==> src/rtl/display_pkg.sv <==
// Shared definitions for the binary-to-7-segment display path.
package display_pkg;

  localparam int unsigned BCD_W   = 4;
  localparam int unsigned NUM_W   = 8;
  localparam int unsigned SEG_W   = 7;
  localparam int unsigned SREG_W  = 3 * BCD_W + NUM_W;
  localparam int unsigned CNT_W   = 3;

  typedef enum logic [1:0] {
    ST_IDLE   = 2'd0,
    ST_SHIFT  = 2'd1,
    ST_UPDATE = 2'd2
  } state_t;

  // Active-low segment codes, bit order gfedcba
  localparam logic [SEG_W-1:0] SEG_0     = 7'b1000000;
  localparam logic [SEG_W-1:0] SEG_1     = 7'b1111001;
  localparam logic [SEG_W-1:0] SEG_2     = 7'b0100100;
  localparam logic [SEG_W-1:0] SEG_3     = 7'b0110000;
  localparam logic [SEG_W-1:0] SEG_4     = 7'b0011001;
  localparam logic [SEG_W-1:0] SEG_5     = 7'b0010010;
  localparam logic [SEG_W-1:0] SEG_6     = 7'b0000010;
  localparam logic [SEG_W-1:0] SEG_7     = 7'b1111000;
  localparam logic [SEG_W-1:0] SEG_8     = 7'b0000000;
  localparam logic [SEG_W-1:0] SEG_9     = 7'b0010000;
  localparam logic [SEG_W-1:0] SEG_BLANK = 7'b1111111;
  localparam logic [SEG_W-1:0] SEG_DASH  = 7'b0111111;

  // Double-dabble correction: nibbles of 5 or more get 3 added, no carry out
  function automatic logic [BCD_W-1:0] add3(input logic [BCD_W-1:0] nib);
    add3 = (nib >= BCD_W'(5)) ? BCD_W'(nib + BCD_W'(3)) : nib;
  endfunction

endpackage

==> src/rtl/seg7_decoder.sv <==
// Combinational BCD digit to active-low 7-segment decoder.
module seg7_decoder
  import display_pkg::*;
(
  input  logic [BCD_W-1:0] digit,
  output logic [SEG_W-1:0] seg
);

  // Digits 0-9 map to glyphs; 10-14 blank; 15 shows a dash
  always_comb begin
    seg = SEG_BLANK;
    case (digit)
      4'd0:  seg = SEG_0;
      4'd1:  seg = SEG_1;
      4'd2:  seg = SEG_2;
      4'd3:  seg = SEG_3;
      4'd4:  seg = SEG_4;
      4'd5:  seg = SEG_5;
      4'd6:  seg = SEG_6;
      4'd7:  seg = SEG_7;
      4'd8:  seg = SEG_8;
      4'd9:  seg = SEG_9;
      4'd15: seg = SEG_DASH;
      default: seg = SEG_BLANK;
    endcase
  end

endmodule

==> src/rtl/display_num_7seg.sv <==
// Converts the 0-99 counter value to BCD (iterative double-dabble) and
// drives two active-low 7-segment displays; reconverts on any input change.
module display_num_7seg
  import display_pkg::*;
#(
  parameter bit BLANK_LEAD_ZERO = 1'b0
) (
  input  logic             clk,
  input  logic             reset,
  input  logic [NUM_W-1:0] number,
  output logic [SEG_W-1:0] hex0,
  output logic [SEG_W-1:0] hex1,
  output logic [BCD_W-1:0] bcd_units,
  output logic [BCD_W-1:0] bcd_tens,
  output logic             busy,
  output logic             range_err
);

  localparam logic [SEG_W-1:0] HEX1_RST = BLANK_LEAD_ZERO ? SEG_BLANK : SEG_0;

  state_t              state_q;
  logic [NUM_W-1:0]    last_num_q;
  logic [SREG_W-1:0]   sreg_q;
  logic [SREG_W-1:0]   sreg_d;
  logic [CNT_W-1:0]    cnt_q;
  logic [SEG_W-1:0]    hex0_q;
  logic [SEG_W-1:0]    hex1_q;
  logic [BCD_W-1:0]    bcd_units_q;
  logic [BCD_W-1:0]    bcd_tens_q;
  logic                busy_q;
  logic                range_err_q;

  logic [BCD_W-1:0]    hund_w;
  logic [BCD_W-1:0]    tens_w;
  logic [BCD_W-1:0]    units_w;
  logic [SEG_W-1:0]    seg_tens_w;
  logic [SEG_W-1:0]    seg_units_w;

  assign hund_w  = sreg_q[19:16];
  assign tens_w  = sreg_q[15:12];
  assign units_w = sreg_q[11:8];

  // One double-dabble step: correct each BCD nibble, then shift left by one
  always_comb begin
    sreg_d = sreg_q;
    sreg_d = {add3(hund_w), add3(tens_w), add3(units_w), sreg_q[7:0]};
    sreg_d = {sreg_d[SREG_W-2:0], 1'b0};
  end

  seg7_decoder u_dec_tens (
    .digit (tens_w),
    .seg   (seg_tens_w)
  );

  seg7_decoder u_dec_units (
    .digit (units_w),
    .seg   (seg_units_w)
  );

  // Conversion FSM with registered display outputs
  always_ff @(posedge clk) begin
    if (reset) begin
      state_q     <= ST_IDLE;
      last_num_q  <= '0;
      sreg_q      <= '0;
      cnt_q       <= '0;
      hex0_q      <= SEG_0;
      hex1_q      <= HEX1_RST;
      bcd_units_q <= '0;
      bcd_tens_q  <= '0;
      busy_q      <= 1'b0;
      range_err_q <= 1'b0;
    end else begin
      case (state_q)
        ST_IDLE: begin
          if (number != last_num_q) begin
            sreg_q     <= {12'b0, number};
            last_num_q <= number;
            cnt_q      <= '0;
            busy_q     <= 1'b1;
            state_q    <= ST_SHIFT;
          end
        end
        ST_SHIFT: begin
          sreg_q <= sreg_d;
          cnt_q  <= CNT_W'(cnt_q + CNT_W'(1));
          if (cnt_q == CNT_W'(7)) begin
            state_q <= ST_UPDATE;
          end
        end
        ST_UPDATE: begin
          if (hund_w == '0) begin
            bcd_tens_q  <= tens_w;
            bcd_units_q <= units_w;
            range_err_q <= 1'b0;
            hex0_q      <= seg_units_w;
            hex1_q      <= (BLANK_LEAD_ZERO && (tens_w == '0)) ? SEG_BLANK : seg_tens_w;
          end else begin
            bcd_tens_q  <= 4'hF;
            bcd_units_q <= 4'hF;
            range_err_q <= 1'b1;
            hex0_q      <= SEG_DASH;
            hex1_q      <= SEG_DASH;
          end
          busy_q  <= 1'b0;
          state_q <= ST_IDLE;
        end
        default: begin
          state_q <= ST_IDLE;
          busy_q  <= 1'b0;
        end
      endcase
    end
  end

  assign hex0      = hex0_q;
  assign hex1      = hex1_q;
  assign bcd_units = bcd_units_q;
  assign bcd_tens  = bcd_tens_q;
  assign busy      = busy_q;
  assign range_err = range_err_q;

endmodule

==> config.mk <==
export PLATFORM = sky130hd
export DESIGN_NAME = display_num_7seg
export DESIGN_NICKNAME = d
export VERILOG_FILES = /design/src/rtl/display_pkg.sv /design/src/rtl/seg7_decoder.sv /design/src/rtl/display_num_7seg.sv
export SDC_FILE = /design/constraint.sdc
export NUM_CORES = 1
export LEC_CHECK = 0
export ABC_AREA = 0
export CAP_MARGIN = 10
export CORE_UTILIZATION = 40
export DETAILED_ROUTE_END_ITERATION = 10
export PLACE_DENSITY = 0.57
export SLEW_MARGIN = 10
export SYNTH_ARGS = -nofsm -noshare
export SYNTH_HDL_FRONTEND = slang
export SYNTH_SLANG_ARGS = --single-unit
==> constraint.sdc <==
create_clock -name clk -period 2.48 [get_ports clk]
set_input_delay 0.248 -clock clk [delete_from_list [all_inputs] [get_ports clk]]
set_output_delay 0.248 -clock clk [all_outputs]
set_load 0.05 [all_outputs]
==> run_results.csv, run 1 <==
group,metric,value,unit
status,status,"completed",
placement,hpwl,5088,µm
yosys,yosysUniqueCellTypes,49,
yosys,syn_avg_cell_area,9.398,µm²
cells_and_area,fin_nets,437,
floorplan,chipWidth,92.17,µm
timing,finalSetupTns,0,ns
floorplan,placementRows,32,
placement,port_buffers,33,
timing,rsz0062_at_grt,"no",
setup_path,worstRegToRegCells,11,
clock_network,cts_tree,"built",
yosys,ys_seq_area_frac,0.4371,
floorplan,pin_count,34,
cells_and_area,synthToLayoutAreaGrowth,27.51,%
power,p_sw_frac,0.2220,
setup_path,crit_type,"register to register",
setup_path,end_kind,"register",
timing,fin_skew,0.007022,ns
clock_network,numClockSinks,71,
power,leakage,1.721,nW
global_routing,grt_overflow_total,0,
floorplan,initial_utilization,0.4165,
cells_and_area,diodes,0,
routing,dr.pass1.iters,4,
yosys,syn_nets,377,
global_routing,grt_pass1_vias,2544,
global_routing,grt_antenna_before_repair,0,
timing,finalHoldViolCount,0,
cells_and_area,drive_above_1_share,0.2190,
timing,tightest_slew,0.6801,ns
timing,clock.fmax,0.4417,GHz
clock_network,cts_inserted_buffers,9,
floorplan,core,7807,µm²
routing,via_per_inst,5.076,
setup_path,max_stage_delay,0.33,ns
clock_network,clk_pin_slew,0.08,ns
routing,drc,0,
power,pwr-share-seq,0.480,
cells_and_area,layout_commonest_cell,"dfxtp_1",
routing,wl_per_cell,13.32,µm
yosys,syn-instance-count,346,
power,p_comb_frac,0.070,
setup_path,crit_slowest_cell,"dfxtp_1",
clock_network,cts_root_buffer,"clkbuf_8",
global_routing,grt_pass1_wl,11520,µm
timing,setup_viol,0,
yosys,synth-edff-count,0,
global_routing,grt_max_degree,30,
yosys,yosys_warnings,0,
clock_network,clock_latency,0.34,ns
yosys,ys.flop_type,"dfxtp_1",
placement,place_congestion,0.8094,
routing,postRouteAntennaNets,0,
power,pwr-share-clk,0.450,
flow_run,cap_violations,0,
setup_path,cp.arrival,2.53,ns
timing,final.period_utilization,0.9130,
power,p_switching,0.5467,mW
yosys,async_reset_ff_frac,0,
power,p_int,1.916,mW
timing,slew_headroom,0.5453,
setup_path,required,2.75,ns
clock_network,ctsHoldBuffers,0,
routing,vias,2604,
power,irDropWorstVdd,0.0002752,V
setup_path,start_kind,"register",
hold_path,holdPathStages,1,
floorplan,die_y,92.17,µm
power,finalPower,2.462,mW
timing,drv_slew,0,
power,power.density,593.9,nW/µm²
clock_network,cts_htree_levels,3,
clock_network,clockBufferDepth,2,
global_routing,track_usage,0.1716,
yosys,yosys_register_bits,71,
routing,dr.first_iter.drc_count,106,
timing,period_minus_slack,2.264,ns
floorplan,die-area,8494,µm²
setup_path,cp_cell_sequence,"inv_1, ha_1, nand2b_1, a21oi_2, xnor2_1, a22oi_1, nor2_1, inv_1, ha_1, a31o_2, a21oi_1",
routing,drt-total-wl,6831,µm
cells_and_area,final_cell_mix,"dfxtp_1 (70), nor2_1 (41), buf_4 (36), clkdlybuf4s50_1 (33), nand2_1 (29)",
setup_path,crit_fanout,4,
yosys,netlist_area,3252,µm²
hold_path,hp-class,"register to register",
[flip-flops by register name, indices dropped and copies added, names as in the netlist]
register and flops:
u_dec_units.seg 7, state_q 2, u_dec_tens.seg 7, cnt_q 3
hex0 7, busy 1, bcd_tens 4, hex1 7
last_num_q 8, bcd_units 4, sreg_q 20, range_err 1
[cell usage after synthesis, types with 3 or more instances]
| cell | n | share of area |
|---|---|---|
| mux2i_1 | 11 | 0.034 |
| inv_2 | 5 | 0.0058 |
| buf_2 | 5 | 0.0077 |
| a21oi_1 | 16 | 0.025 |
| dfxtp_1 | 71 | 0.44 |
| xnor2_1 | 11 | 0.030 |
| clkbuf_1 | 12 | 0.014 |
| ha_1 | 21 | 0.081 |
| nand2b_1 | 6 | 0.012 |
| inv_1 | 16 | 0.018 |
| a31oi_1 | 3 | 0.0058 |
| o21ai_1 | 4 | 0.0062 |
| o21ai_0 | 14 | 0.022 |
| o221a_2 | 16 | 0.055 |
| nand3_1 | 6 | 0.0092 |
| a311oi_1 | 7 | 0.019 |
| nor3_1 | 3 | 0.0046 |
| nand2_1 | 29 | 0.033 |
| a22oi_1 | 8 | 0.018 |
| nor2_1 | 41 | 0.047 |
[routing by layer]
metal  track usage  part of all wire  vias up
met2        0.2823              0.46       48
met1        0.2124              0.48     1192
li1              -                 -     1354
met4       0.08594             0.024        0
met3       0.03483             0.032       10
met5             0                 0        -
[final cells by class]
type	count	area, µm²
repair buffers	69	600.6
clock inverters	7	120.1
inverters	21	78.83
clock buffers	9	123.9
multi-input cells	234	1673
well taps	102	127.6
fillers	731	3661
flip-flops and latches	71	1423
[path summary, 6_finish.rpt]
path	slack (ns)	end	startpoint
hold reg to reg	0.45	hex1[6]	u_dec_tens.seg[6]
setup reg to reg	0.22	u_dec_tens.seg[4]	sreg_q[13]
setup / recovery	0.22	u_dec_tens.seg[4]	sreg_q[13]
hold / removal	0.45	hex1[6]	u_dec_tens.seg[6]
[worst max-delay path, delay by kind of cell (launching register included)]
kind	cells	cell delay [ns]
AOI/OAI and AO/OA	4	0.65
and+or+nand+nor	2	0.42
adders and majority gates	2	0.42
DFF	1	0.33
buffers and inverters	2	0.22
xor gates and xnor gates	1	0.17
[cells by family (layout without fill, tap and decap cells)]
| family | after synthesis | after routing | synth area share |
|---|---|---|---|
| AO/OA/AOI/OAI | 94 | 94 | 0.2305 |
| XOR/XNOR | 11 | 11 | 0.02963 |
| AND/OR/NAND/NOR | 97 | 97 | 0.1377 |
| adder cells (fa/ha/maj) | 21 | 21 | 0.08080 |
| buffers and inverters | 41 | 106 | 0.05040 |
| multiplexers | 11 | 11 | 0.03386 |
| flip-flops | 71 | 71 | 0.4371 |
[metrics by stage]
step / hold WS [ns] / instances / setup slack [ns] / area, µm² / util
after floorplan: 0.3952 / 346 / 0.3575 / 3252 / -
after global placement: 0.4548 / 496 / -0.06154 / 3887 / 0.4979
after detailed placement: 0.4518 / 496 / -0.1097 / 3887 / 0.4979
after CTS: 0.4600 / 512 / 0.08944 / 4131 / 0.5292
after global routing: 0.4820 / 513 / 0.004537 / 4146 / 0.5311
final: 0.4549 / 513 / 0.2159 / 4146 / 0.5311
[power by group through the flow]
stage | sequential (mW) | combinational (mW) | clock, mW
floorplan | 1.21 | 0.103 | 0
global placement | 1.21 | 0.173 | 0
detailed placement | 1.21 | 0.174 | 0
CTS | 1.18 | 0.175 | 1.14
global route | 1.19 | 0.189 | 1.18
finish | 1.18 | 0.171 | 1.11
[timing repair]
item                                    in CTS  in global routing
endpoints found under the setup margin       0                  5
gates resized for setup                      0                  3
setup buffers                                0                  1
Note: power is estimated with default switching activity, not from simulation.
==> run 2, diff against run 1 <==
--- a/config.mk
+++ b/config.mk
@@ -9,6 +9,7 @@
 export CAP_MARGIN = 10
 export CORE_UTILIZATION = 40
 export DETAILED_ROUTE_END_ITERATION = 10
+export MAX_ROUTING_LAYER = met4
 export PLACE_DENSITY = 0.57
 export SLEW_MARGIN = 10
 export SYNTH_ARGS = -nofsm -noshare
==> run 2 against run 1 <==
  * Critical path depth stayed put
  * Setup slack worse by 0.0048 ns
  * Global-route usage is 0.50 points higher
  * Largest cell class unchanged
  * Largest power group unchanged
  * Highest routed layer unchanged
==> run_results.csv, run 2 (synthesis results as in run 1) <==
group,metric,value,unit
status,status,"completed",
cells_and_area,synthToLayoutAreaGrowth,27.51,%
timing,tightest_slew,0.6827,ns
clock_network,cts_tree,"built",
power,leakage,1.721,nW
timing,drv_slew,0,
timing,final.period_utilization,0.9149,
cells_and_area,final_cell_mix,"dfxtp_1 (70), nor2_1 (41), buf_4 (36), clkdlybuf4s50_1 (33), nand2_1 (29)",
clock_network,clk_pin_slew,0.08,ns
setup_path,end_kind,"register",
global_routing,grt_max_degree,30,
routing,dr.first_iter.drc_count,105,
placement,place_congestion,0.8213,
routing,vias,2613,
floorplan,placementRows,32,
clock_network,ctsHoldBuffers,0,
routing,postRouteAntennaNets,0,
clock_network,numClockSinks,71,
cells_and_area,regMostFlops,"sreg_q",
power,p_comb_frac,0.070,
clock_network,cts_root_buffer,"clkbuf_8",
floorplan,die_y,92.17,µm
timing,rsz0062_at_grt,"no",
global_routing,grt_pass1_wl,11520,µm
timing,clock.fmax,0.4407,GHz
global_routing,grt_overflow_total,0,
routing,drc,0,
timing,hold_ws,0.4549,ns
setup_path,r2r_slack,0.21,ns
flow_run,cap_violations,0,
placement,port_buffers,33,
setup_path,max_stage_delay,0.33,ns
floorplan,initial_utilization,0.4165,
cells_and_area,diodes,0,
floorplan,chipWidth,92.17,µm
global_routing,grt_antenna_before_repair,0,
setup_path,crit_path_end,"u_dec_tens.seg[4]",
clock_network,clock_latency,0.34,ns
placement,dp_cells,496,
cells_and_area,layout_commonest_cell,"dfxtp_1",
power,p_sw_frac,0.2218,
setup_path,cp.arrival,2.54,ns
setup_path,r2r_end,"u_dec_tens.seg[4]",
cells_and_area,fin_nets,437,
timing,finalHoldViolCount,0,
timing,slew_headroom,0.5436,
clock_network,cts_inserted_buffers,9,
cells_and_area,largest_register_ffs,20,
hold_path,hp-class,"register to register",
power,p_int,1.916,mW
timing,period_minus_slack,2.269,ns
routing,wl_per_cell,13.33,µm
routing,drt-total-wl,6839,µm
global_routing,grt_pass1_vias,2546,
setup_path,start_kind,"register",
setup_path,crit_fanout,4,
power,pwr-share-clk,0.450,
setup_path,crit_slowest_cell,"dfxtp_1",
cells_and_area,top_regs,"sreg_q x20, last_num_q x8",
floorplan,pin_count,34,
cells_and_area,stdcell_count,513,
routing,dr.pass1.iters,4,
timing,setup_viol,0,
setup_path,r2r_start,"sreg_q[13]",
setup_path,worstSetupStartpoint,"sreg_q[13]",
setup_path,cp_cell_sequence,"inv_1, ha_1, nand2b_1, a21oi_2, xnor2_1, a22oi_1, nor2_1, inv_1, ha_1, a31o_2, a21oi_1",
setup_path,required,2.75,ns
power,pwr-share-seq,0.480,
floorplan,die-area,8494,µm²
hold_path,holdPathStages,1,
routing,via_per_inst,5.094,
placement,hpwl,5088,µm
power,p_switching,0.5461,mW
floorplan,core,7807,µm²
setup_path,crit_type,"register to register",
timing,fin_skew,0.007419,ns
power,power.density,593.7,nW/µm²
power,irDropWorstVdd,0.0002738,V
clock_network,clockBufferDepth,2,
cells_and_area,drive_above_1_share,0.2190,
clock_network,cts_htree_levels,3,
global_routing,track_usage,0.1767,
setup_path,worstRegToRegCells,11,
[run 2: layer usage]
layer | global-route usage | vias to the layer above | wire (µm)
met5 | - | - | 0
met2 | 0.2823 | 48 | 3145
met3 | 0.03483 | 12 | 224
met4 | 0.08594 | 0 | 159
li1 | - | 1354 | -
met1 | 0.2129 | 1199 | 3309
[run 2: worst min-delay path by stage]
stage | startpoint | to
floorplan | number[4] | last_num_q[4]
global placement | u_dec_tens.seg[6] | hex1[6]
detailed placement | u_dec_tens.seg[6] | hex1[6]
CTS | u_dec_tens.seg[6] | hex1[6]
global route | u_dec_tens.seg[6] | hex1[6]
finish | u_dec_tens.seg[6] | hex1[6]
[run 2: cell type report]
| cell class | instances | area [µm²] |
|---|---|---|
| multi-input combinational | 234 | 1673 |
| sequential | 71 | 1423 |
| tap | 102 | 127.6 |
| timing repair buffer | 69 | 600.6 |
| clock inverter | 7 | 120.1 |
| fill | 731 | 3661 |
| inverter | 21 | 78.83 |
| clock buffer | 9 | 123.9 |
[run 2: critical path, delay by kind of cell (launching register included)]
kind            cells  cell delay [ns]
flops               1             0.33
simple gates        2             0.42
xor+xnor            1             0.17
buf+inv             2             0.22
compound gates      4             0.65
fa+ha+maj           2             0.42
[run 2: power groups by stage]
| stage | registers [mW] | clock network, mW | logic [mW] |
|---|---|---|---|
| global route | 1.19 | 1.18 | 0.189 |
| floorplan | 1.21 | 0 | 0.103 |
| finish | 1.18 | 1.11 | 0.171 |
| global placement | 1.21 | 0 | 0.173 |
| detailed placement | 1.21 | 0 | 0.174 |
| CTS | 1.18 | 1.14 | 0.175 |
[run 2: through the flow]
step	area (µm²)	util	setup slack (ns)	TNS, ns	power [mW]
floorplan	3252	-	0.3575	0	1.313
global placement	3887	0.4979	-0.06154	-0.1741	1.382
detailed placement	3887	0.4979	-0.1097	-0.5149	1.383
CTS	4131	0.5292	0.08944	0	2.494
global route	4146	0.5311	0.004494	0	2.556
finish	4146	0.5311	0.2111	0	2.462
[run 2: what timing repair did]
action | 4_1_cts | 5_1_grt
setup buffers | 0 | 1
endpoints found under the setup margin | 0 | 5
endpoints found under the hold margin | 0 | 0
resized for setup | 0 | 3
